[config.mk]
export PLATFORM = sky130hd
export DESIGN_NAME = piso_tx_flat
export DESIGN_NICKNAME = d
export VERILOG_FILES = /design/src/rtl/piso_tx_pkg.sv /design/src/rtl/piso_tx_if.sv /design/src/rtl/piso_buf.sv /design/src/rtl/piso_tx.sv /design/src/flat_wrapper.sv
export SDC_FILE = /design/constraint.sdc
export NUM_CORES = 1
export LEC_CHECK = 0
export ABC_AREA = 1
export CAP_MARGIN = 20
export CORE_ASPECT_RATIO = 0.9
export CORE_MARGIN = 5
export CORE_UTILIZATION = 56
export DETAILED_ROUTE_END_ITERATION = 8
export HOLD_SLACK_MARGIN = 0.12
export PLACE_DENSITY = 0.82
export SKIP_CTS_REPAIR_TIMING = 1
export SYNTH_ARGS = -nofsm -noshare
export SYNTH_HDL_FRONTEND = slang
export SYNTH_SLANG_ARGS = --single-unit
[constraint.sdc]
create_clock -name clk -period 2.4 [get_ports clk]
set_input_delay 0.48 -clock clk [delete_from_list [all_inputs] [get_ports clk]]
set_output_delay 0.48 -clock clk [all_outputs]
set_load 0.05 [all_outputs]
[src/rtl/piso_tx_pkg.sv]
// Shared definitions for the piso transmitter: FSM encoding and counter sizing.
package piso_tx_pkg;

    localparam logic [0:0] ST_IDLE  = 1'b0;
    localparam logic [0:0] ST_SHIFT = 1'b1;

    // Bit-counter width for a word of the given width; shared with sipo.
    function automatic int unsigned cnt_width(input int unsigned width);
        return (width <= 2) ? 1 : $clog2(width);
    endfunction

endpackage

[src/rtl/piso_tx_if.sv]
// Word handshake, enables and serial-side signals of the piso transmitter.
interface piso_tx_if #(
    parameter int unsigned WIDTH = 8
);
    logic [WIDTH-1:0] din;
    logic             load;
    logic             ready;
    logic             ie;
    logic             oe;
    logic             q;
    logic             busy;
    logic             first;
    logic             last;

    modport master (
        output din, load, ie, oe,
        input  ready, q, busy, first, last
    );

    modport slave (
        input  din, load, ie, oe,
        output ready, q, busy, first, last
    );
endinterface

[src/rtl/piso_buf.sv]
// One-entry holding register that lets the next word queue behind the one shifting out.
module piso_buf #(
    parameter int unsigned WIDTH = 8
) (
    input  logic             clk,
    input  logic             rst,
    input  logic [WIDTH-1:0] din,
    input  logic             wr,
    input  logic             rd,
    output logic [WIDTH-1:0] data,
    output logic             full,
    output logic             ready
);
    logic [WIDTH-1:0] data_q, data_d;
    logic             full_q, full_d;

    // rd and wr never coincide: wr needs ready, rd needs full.
    always_comb begin
        data_d = data_q;
        full_d = full_q;
        if (rd) begin
            full_d = 1'b0;
        end
        if (wr) begin
            data_d = din;
            full_d = 1'b1;
        end
    end

    always_ff @(posedge clk or posedge rst) begin
        if (rst) begin
            data_q <= '0;
            full_q <= 1'b0;
        end else begin
            data_q <= data_d;
            full_q <= full_d;
        end
    end

    assign data  = data_q;
    assign full  = full_q;
    assign ready = !full_q;
endmodule

[src/rtl/piso_tx.sv]
// Parallel-in serial-out transmitter with a one-word buffer for gapless streaming.
module piso_tx
    import piso_tx_pkg::*;
#(
    parameter int unsigned WIDTH     = 8,
    parameter bit          MSB_FIRST = 1'b1
) (
    input  logic       clk,
    input  logic       rst,
    piso_tx_if.slave   bus
);
    localparam int unsigned   CW       = cnt_width(WIDTH);
    localparam logic [CW-1:0] CNT_LAST = CW'(WIDTH - 1);

    logic [0:0]       state_q, state_d;
    logic [WIDTH-1:0] sreg_q, sreg_d;
    logic [CW-1:0]    cnt_q, cnt_d;

    logic [WIDTH-1:0] buf_data;
    logic             buf_full;
    logic             buf_ready;
    logic             buf_wr;
    logic             buf_rd;
    logic             final_consume;
    logic             out_bit;

    assign final_consume = (state_q == ST_SHIFT) && bus.ie && (cnt_q == CNT_LAST);
    assign buf_rd        = final_consume && buf_full;
    // A word offered on the final-bit edge goes straight to the shift register.
    assign buf_wr        = (state_q == ST_SHIFT) && bus.load && buf_ready && !final_consume;

    piso_buf #(.WIDTH(WIDTH)) u_buf (
        .clk   (clk),
        .rst   (rst),
        .din   (bus.din),
        .wr    (buf_wr),
        .rd    (buf_rd),
        .data  (buf_data),
        .full  (buf_full),
        .ready (buf_ready)
    );

    always_comb begin
        state_d = state_q;
        sreg_d  = sreg_q;
        cnt_d   = cnt_q;
        case (state_q)
            ST_IDLE: begin
                if (bus.load && buf_ready) begin
                    sreg_d  = bus.din;
                    cnt_d   = '0;
                    state_d = ST_SHIFT;
                end
            end
            default: begin
                if (bus.ie) begin
                    if (cnt_q != CNT_LAST) begin
                        sreg_d = MSB_FIRST ? {sreg_q[WIDTH-2:0], 1'b0}
                                           : {1'b0, sreg_q[WIDTH-1:1]};
                        cnt_d  = cnt_q + CW'(1);
                    end else if (buf_full) begin
                        sreg_d = buf_data;
                        cnt_d  = '0;
                    end else if (bus.load && buf_ready) begin
                        sreg_d = bus.din;
                        cnt_d  = '0;
                    end else begin
                        sreg_d  = '0;
                        cnt_d   = '0;
                        state_d = ST_IDLE;
                    end
                end
            end
        endcase
    end

    always_ff @(posedge clk or posedge rst) begin
        if (rst) begin
            state_q <= ST_IDLE;
            sreg_q  <= '0;
            cnt_q   <= '0;
        end else begin
            state_q <= state_d;
            sreg_q  <= sreg_d;
            cnt_q   <= cnt_d;
        end
    end

    assign out_bit   = MSB_FIRST ? sreg_q[WIDTH-1] : sreg_q[0];
    assign bus.busy  = (state_q == ST_SHIFT);
    assign bus.q     = bus.oe && bus.busy && out_bit;
    assign bus.first = bus.busy && (cnt_q == '0);
    assign bus.last  = bus.busy && (cnt_q == CNT_LAST);
    assign bus.ready = buf_ready;
endmodule
[src/flat_wrapper.sv]
// flat-port wrapper written by rule: the top's interface ports become plain ports
module piso_tx_flat import piso_tx_pkg::*;
#(
    parameter int unsigned WIDTH     = 8,
    parameter bit          MSB_FIRST = 1'b1
)
  (clk, rst, bus_din, bus_load, bus_ie, bus_oe, bus_ready, bus_q, bus_busy, bus_first, bus_last);
  piso_tx_if #(.WIDTH(WIDTH)) bus_i ();
  input  logic clk;
  input  logic rst;
  input wire logic [$bits(bus_i.din)-1:0] bus_din;
  input wire logic [$bits(bus_i.load)-1:0] bus_load;
  input wire logic [$bits(bus_i.ie)-1:0] bus_ie;
  input wire logic [$bits(bus_i.oe)-1:0] bus_oe;
  output wire logic [$bits(bus_i.ready)-1:0] bus_ready;
  output wire logic [$bits(bus_i.q)-1:0] bus_q;
  output wire logic [$bits(bus_i.busy)-1:0] bus_busy;
  output wire logic [$bits(bus_i.first)-1:0] bus_first;
  output wire logic [$bits(bus_i.last)-1:0] bus_last;
  assign bus_i.din = bus_din;
  assign bus_i.load = bus_load;
  assign bus_i.ie = bus_ie;
  assign bus_i.oe = bus_oe;
  assign bus_ready = bus_i.ready;
  assign bus_q = bus_i.q;
  assign bus_busy = bus_i.busy;
  assign bus_first = bus_i.first;
  assign bus_last = bus_i.last;
  piso_tx #(.WIDTH(WIDTH), .MSB_FIRST(MSB_FIRST)) u_core (.clk(clk), .rst(rst), .bus(bus_i));
endmodule
# After elaboration in Yosys (flattened, before gate mapping)
# Index checks and enable logic that the tools add are counted.
totals:
  out_inout_bits: 5
  register_bits: 21
  word_cells: 43
op_classes:
  n_addsub: 1
  muxes: 17
  n_eq_ne: 3
  reduce_logical: 17
op_table:
  columns: ["op", "count"]
  rows:
  - ["two-way mux 8 bit", 6]
  - ["two-way mux 3 bit", 4]
  - ["logical AND 1 bit", 11]
  - ["two-way mux 1 bit", 7]
  - ["nonzero test 2 bit", 2]
  - ["adder 3 x 1 -> 3 bit, second input constant", 1]
  - ["equality test 3 bit, second input constant", 1]
  - ["logical NOT 3 bit", 1]
  - ["inequality test 3 bit, second input constant", 1]
  - ["logical NOT 1 bit", 2]
  - ["inequality test 2 bit, second input constant", 1]
  - ["AND reduction 2 bit", 1]

# Depth between registers and ports, before layout
# Gate-level depths: netlist of the first run.
depth:
  ltp_word: 7
  depth_mapped: 8

# Cells and area by module
# Synthesis of the first run repeated with hierarchy kept, for this count alone.
hier_totals:
  hier_cells: 173
  area_unflattened_um2: 1218.7
by_module_without_submodules:
  columns: ["module", "seq_area_each_um2", "cells_per_inst", "area_each_um2", "n_inst"]
  rows:
  - ["piso_tx", 300.3, 133, 869.6, 1]
  - ["piso_buf", 225.2, 40, 349.1, 1]

# Worst setup path before layout of the first run
# Ideal clock, no wire load.
synth_path:
  path_kind: "register to output"
  startpoint: "register u_core.state_q (netlist: u_core.bus.busy)"
  endpoint: "output bus_first"
  arrival_time_ns: 1.515
  path_stages_with_launch: 4
  required_time_ns: 1.920
  setup_slack_ns: 0.405
  cell_sequence: "dfrtp_1 > buf_6 > nand2_1 > nor2_1"
synth_between:
  elab_chain_len: 1
synth_lines:
  columns: ["item", "line", "text"]
  rows:
  - ["from (decl)", "piso_tx.sv:15", "logic [0:0] state_q, state_d;"]
  - ["from (signal assigned)", "piso_tx.sv:83", "state_q <= state_d;"]
  - ["logical AND 1 bit", "piso_tx.sv:92", "assign bus.first = bus.busy && (cnt_q == '0);"]
  - ["to (decl)", "flat_wrapper.sv:18", "output wire logic [$bits(bus_i.first)-1:0] bus_first;"]
# Every way passes these cells.

# Worst setup path after layout of the first run
layout_path:
  startpoint: "register u_core.state_q (netlist: u_core.bus.busy)"
  endpoint: "output bus_busy"
layout_lines:
  columns: ["item", "line", "text"]
  rows:
  - ["to (decl)", "flat_wrapper.sv:17", "output wire logic [$bits(bus_i.busy)-1:0] bus_busy;"]
# No word-level cell between the ends.

==> results.md, run 1 <==
* Drt drc at 0
* Fin crit share at a little over 90%
* Worst Setup Slack, final at approximately 0.16 ns
* Status: finished clean
* Initial Utilization at around three fifths
* RSZ-0062 raised after global routing: false
* Post-synthesis mux area share at 0%
* Fraction of layout cells with a size suffix above 1 at roughly 8.6%
* Post-Synth Adder-Cell Area at 4.264%
* Metal-1 WL at approximately 1.2 mm
* DR vias/cell at between 5 and 6
* I/O Pins at 18
* Post-Synthesis Cells at 155
* Gr ovfl total at 0
* Switching share of power at around 44%
* Cts bufs inserted at 3
* Number of global-route vias before repair at between 1000 and 1500
* First-pass DRT Iterations at 4
* First-pass GRT wire length at 4.954 mm
* Worst setup EP type: primary output
* Compound-Gate Fraction of Synth Area at 11.30%
* Top sig layer: met4
* Largest net degree at the start of global routing at 22
* Met2 wire len at roughly 1.4 mm
* Routed wire length at 2.818 mm
* Crit-path leading delay family: buffers and inverters
* Net Switching at about 0.00067 W
* Worst setup SP type: flop
* DP Worst Slack at around 0.33 ns
* Synth cell types at 21
* Die area at about 3100 µm²
* Sequential area share after synthesis at ~45%
* VDD IR-drop max at between 700 and 800 µV
* Metal3 WL at 217 µm
* Clk_lat worst skew at between 0.3 and 0.4 ns
* Core Area at 1952 µm²
* Final layout net count at about 190
* Max-slew headroom at approximately 67%
* Die height at approximately 53 µm
* Post-synth top area cell: dfrtp_1
* Fmax achieved at 445.8 MHz
* Gr usage total at 21.45%
* Layout Cells excl Fill at 199
* Power Density at 1080 nW/µm²
* Clock-pin transition on the worst setup and hold timing paths at between 0.1 and 0.15 ns
* Post-synthesis simple-gate area fraction at about 33%
* CTS max path bufs at 2
* WL per Instance at roughly 14 µm
* Sequential Power Share at between 40% and 50%
* Slew Viols, Final at 0
* Worst EP required at 1.92 ns
* Max cap viols at 0
* Syn avg cell area at about 7.6 µm²
* Core Rows at 15
* Worst-path maximum fanout at 10
* Port bufs at 17
* Post-synthesis cell area at 1174 µm²
* Final Hold Viols at 0
* Max stage delay on crit path at 0.87 ns
* Layout area overhead at 20.15%
* Lkg Pwr at just under 0.7 nW
* DP Cell Count at roughly 200
* Final Wtd Congestion at between 0.8 and 0.9
* Worst Path Class, Setup: reg -> out
* Post-DP Area at approximately 1400 µm²
* CP Cell Sequence: clkdlybuf4s50_1
* Yosys reg bits at 21
* Post-synth top area share at between 40% and 50%
* YS warnings at 0
* Worst-margin pin slew at around 0.50 ns
* CTS tree: done
* DP HPWL at ~2.0 mm
* Final setup violation count at 0
* XOR/XNOR Fraction of Synth Area at 0%
* Vias at 1132
* Largest family of logic cells by synthesized area: simple AND/OR/NAND/NOR gates
* Final clock skew at ~0.0038 ns
* Buffers & Inverters on Critical Path at 1
* Worst path slowest cell: clkdlybuf4s50_1
* Clock power frac at between 10% and 20%
* Die extent in x at between 50 and 60 µm
* Antenna violations before repair at 0
* Number of antenna diodes at 0
* Fin crit period at around 2.2 ns
* Root buffer cell: clkbuf_4
* Final ANT Viol Nets at 0
* CTS Sinks at 21
* Worst EP arrival at between 1.5 and 2 ns
* Logic pwr share at a little under half
* Worst hold slack at between 0.4 and 0.5 ns
* Hold Crit Class: in -> async
* Post-Syn Nets at 172
* Finished Cell Area at approximately 1400 µm²
* CTS H-tree depth at 1
* Initial DRC count at 47
* Synth top area cells: dfrtp_1 45%, nand2_1 13%, nand3_1 8.1%, nor2_1 7.4%, a21oi_1 6.4%
* Int Power at about 0.00085 W
## placed cells by master, fill, tap and decap left out
cell type and instances:
ha_1 4, nand3_2 1, a21oi_1 15, nor2_1 23, buf_12 2, and3_1 1, clkbuf_4 3, o21ai_0 9
buf_4 4, nand3_1 19, o31ai_1 1, nand2_1 41, inv_2 1, dlymetal6s2s_1 1, clkbuf_1 1, clkdlybuf4s50_1 13
nand2_2 1, inv_1 8, o21ai_1 1, dfrtp_1 21, nor3_4 1, inv_4 1, nand4_1 1, nand2_4 1
## through the flow
step / TNS [ns] / power (W) / utilization [%]
floorplan: 0 / 0.001140 / -
global placement: 0 / 0.001312 / 70.77
detailed placement: 0 / 0.001350 / 70.77
CTS: -0.03359 / 0.001529 / 72.12
global route: 0 / 0.001669 / 72.24
finish: 0 / 0.001523 / 72.24
## area by class of cell
cell class / instances / area (µm²)
well taps: 25 / 31.28
flip-flops and latches: 21 / 525.5
clock buffers: 4 / 26.28
repair buffers: 20 / 212.7
inverters: 10 / 40.04
fillers: 164 / 541.8
multi-input cells: 119 / 574.3
## routing by layer
layer / up-vias / GRT usage [%]
li1: 547 / -
met1: 540 / 25.98
met2: 41 / 36.28
met3: 4 / 5.122
met4: 0 / 9.266
met5: - / 0
## state kept, by name, indices dropped and copies added, names as in the netlist
name               cells
u_core.u_buf.data      8
u_core.bus.busy        1
u_core.cnt_q           3
u_core.u_buf.full      1
u_core.sreg_q          8
## power by group through the flow
stage                     clock network, W  registers [W]  logic (W)
final                             0.000177       0.000650   0.000696
after global routing              0.000199       0.000674   0.000795
after CTS                         0.000182       0.000648   0.000699
after detailed placement                 0       0.000656   0.000694
after global placement                   0       0.000643   0.000669
after floorplan                          0       0.000613   0.000526
## cells in the mapped netlist
cell type and count:
buf_2 3, and3_1 1, inv_1 8, nor2_1 23, nand2_1 41, nand2_2 1
o31ai_1 1, a21oi_1 15, nand3_1 19, nand3_2 1, nand2_4 1, dfrtp_1 21
o21ai_0 9, buf_4 1, ha_1 4, inv_4 1, o21ai_1 1, buf_6 1
inv_2 1, nand4_1 1, nor3_4 1
## cells by family after synthesis
logic type               count (synthesis)
AND/OR/NAND/NOR                         89
AO/OA/AOI/OAI                           26
flip-flops                              21
buffers and inverters                   15
adder cells (fa/ha/maj)                  4
## worst min-delay path, cell delays in order
cell	delay [ns]
clkdlybuf4s50_1	0.39
inv_1	0.05
buf_4	0.27
## path summary, 6_finish.rpt
path	startpoint	endpoint	cells after the start	slack, ns
setup / recovery	u_core.bus.busy	bus_busy	1	0.16
hold / removal	rst	u_core.u_buf.data[0]	3	0.47
setup reg to reg	u_core.u_buf.full	u_core.cnt_q[0]	6	0.65
hold reg to reg	u_core.u_buf.data[4]	u_core.u_buf.data[4]	2	0.49
max in group asynchronous	rst	u_core.u_buf.data[2]	3	1.70
min in group clk	u_core.u_buf.data[4]	u_core.u_buf.data[4]	2	0.49
Note: power is estimated with default switching activity, not from simulation.
==> run 2, diff against run 1 <==
Settings changed: CORE_UTILIZATION 56 to 52, PLACE_DENSITY 0.82 to 0.77.
Clock period 2.4 ns to 2.5 ns, I/O delays scaled along.
==> results.md, run 2 (synthesis results as in run 1) <==
* Status: finished clean
* WL per Instance at 13.93 µm (-1.7%)
* Initial DRC count at 63 (+34%)
* Reg-to-Reg Start: u_core.cnt_q[0]
* First-pass DRT Iterations at 4 (unchanged)
* Gr usage total at 19.22% (-2.2 points)
* Antenna violations before repair at 0 (unchanged)
* Initial Utilization at 54.28% (-5.8 points)
* Crit-path leading delay family: buffers and inverters
* Power Density at 1049 nW/µm² (-2.9%)
* DR vias/cell at 5.552 (-2.4%)
* Cts bufs inserted at 3 (unchanged)
* Layout area overhead at 19.40%
* Max stage delay on crit path at 0.80 ns (-0.07 ns)
* CTS Sinks at 21 (unchanged)
* Die area at 3308 µm² (+6.3%)
* Reg2reg end: u_core.sreg_q[5]
* CTS tree: done
* Drt drc at 0 (unchanged)
* Worst EP required at 2.00 ns (+0.08 ns)
* Worst Setup Slack, final at 0.07567 ns (-0.08102 ns)
* Vias at 1116 (-1.4%)
* Final Wtd Congestion at 0.8117 (-2.6%)
* DP HPWL at 2.000 mm (-0.67%)
* Final layout net count at 192 (unchanged)
* Fin crit period at 2.424 ns
* Final Hold Viols at 0 (unchanged)
* Fin crit share at between 90% and 100%
* Final setup violation count at 0 (unchanged)
* VDD IR-drop max at 554.1 µV (-21%)
* Reg2Reg Setup Slack at 0.79 ns (+0.14 ns)
* Core Area at 2162 µm² (+11%)
* Slew Viols, Final at 0 (unchanged)
* Clk_lat worst skew at 0.31 ns (about the same)
* Die height at 55.07 µm (+3.1%)
* Core Rows at 16 (+1)
* Worst-margin pin slew at 0.8032 ns (+0.3019 ns)
* Hold Crit Class: reg -> reg
* CTS max path bufs at 2 (unchanged)
* Fraction of layout cells with a size suffix above 1 at 8.621% (unchanged)
* Commonest cells after routing, fill and taps aside: 41 x nand2_1, 23 x nor2_1, 21 x dfrtp_1
* DP Worst Slack at 0.4266 ns (+0.1008 ns)
* CTS H-tree depth at 1 (unchanged)
* CP Cell Sequence: inv_1 > ha_1 > nand2_1 > nor2_1 > clkdlybuf4s50_1
* Worst setup EP type: primary output
* Worst EP arrival at 1.92 ns (+0.16 ns)
* Number of antenna diodes at 0 (unchanged)
* Worst Path Class, Setup: reg -> out
* I/O Pins at 18 (unchanged)
* RSZ-0062 raised after global routing: false
* Worst-path maximum fanout at 4 (-6)
* Setup TNS at 0 ns (unchanged)
* Number of global-route vias before repair at 1096 (-1.8%)
* Commonest non-fill, non-tap cell in the layout: nand2_1
* Largest net degree at the start of global routing at 22 (unchanged)
* Max cap viols at 0 (unchanged)
* Levels on crit path at 5 (+4)
* FF/Latch Area at 525.5 µm² (unchanged)
* Final clock skew at 0.002194 ns (-0.001582 ns)
* R2r worst-path depth at 7 (+1)
* Worst setup endpoint: bus_first
* Clock-pin transition on the worst setup and hold timing paths at 0.12 ns (about the same)
* Max-slew headroom at 46.39% (-20 points)
* Worst path slowest cell: clkdlybuf4s50_1
* Multi-input gate area at 574.3 µm² (unchanged)
* First-pass GRT wire length at 4.774 mm (-3.6%)
* Gr ovfl total at 0 (unchanged)
* Buffers & Inverters on Critical Path at 2 (+1)
* Port bufs at 17 (unchanged)
* Die extent in x at 60.08 µm (+3.1%)
* Root buffer cell: clkbuf_4
* Final ANT Viol Nets at 0 (unchanged)
* FILL cells at 204 (+24%)
* Lkg Pwr at 0.6762 nW (-2.4%)
* Worst setup SP type: flop
* Routed wire length at 2.799 mm (-0.67%)
* Fmax achieved at between 400 and 500 MHz
* Critical Path Source: u_core.cnt_q[0]
[run 2: cell count changes in the layout (fill, tap and decap cells not counted), sizes merged]
cell	previous run	this run
dlymetal6s2s	1	0
buf	6	5
clkdlybuf4s50	13	15
clkbuf	4	3
clkinv	0	1
[run 2: how the worst min path moves through the flow]
stage,depth (start not counted),end,start
after floorplan,2,u_core.u_buf.data[1],u_core.u_buf.data[1]
after global placement,2,u_core.u_buf.data[0],u_core.u_buf.data[0]
after detailed placement,2,u_core.u_buf.data[6],u_core.u_buf.data[6]
after CTS,2,u_core.u_buf.data[6],u_core.u_buf.data[6]
after global routing,2,u_core.u_buf.data[0],u_core.u_buf.data[0]
final,2,u_core.u_buf.data[6],u_core.u_buf.data[6]
[run 2: power by group]
part           leakage [nW]  internal (W)  switching, W
Sequential            0.248      0.000496      0.000108
Combinational         0.410      0.000264      0.000433
Clock                0.0177     0.0000598      0.000108
Total                 0.676      0.000821      0.000650
[run 2: per-stage QoR]
| step | hold WS, ns | total power [W] | area [µm²] | instances | utilization [%] |
|---|---|---|---|---|---|
| after global placement | 0.4564 | 0.001269 | 1374 | 197 | 63.54 |
| after floorplan | 0.4422 | 0.001094 | 1174 | 155 | - |
| after detailed placement | 0.4609 | 0.001302 | 1374 | 197 | 63.54 |
| final | 0.4883 | 0.001470 | 1401 | 201 | 64.81 |
| after CTS | 0.4925 | 0.001471 | 1401 | 201 | 64.81 |
| after global routing | 0.5194 | 0.001587 | 1401 | 201 | 64.81 |
[run 2: per-layer routing]
metal	GRT usage, %	up-vias	routed length [µm]
met1	24.21	520	1202
met4	4.797	0	29
met3	5.104	4	227
met5	0	-	0
li1	-	543	-
met2	32.91	49	1339
[run 2: cell type report]
type | count | area share (%)
timing repair buffer | 20 | 14.29
clock buffer | 3 | 1.607
multi-input combinational | 119 | 40.98
tap | 27 | 2.411
clock inverter | 1 | 0.3571
sequential | 21 | 37.50
inverter | 10 | 2.857
[run 2: worst min-delay path: cells and delay by family, from the launching register on]
| family | cells | cell delay [ns] |
|---|---|---|
| AND/OR/NAND/NOR | 2 | 0.10 |
| flip-flops | 1 | 0.36 |
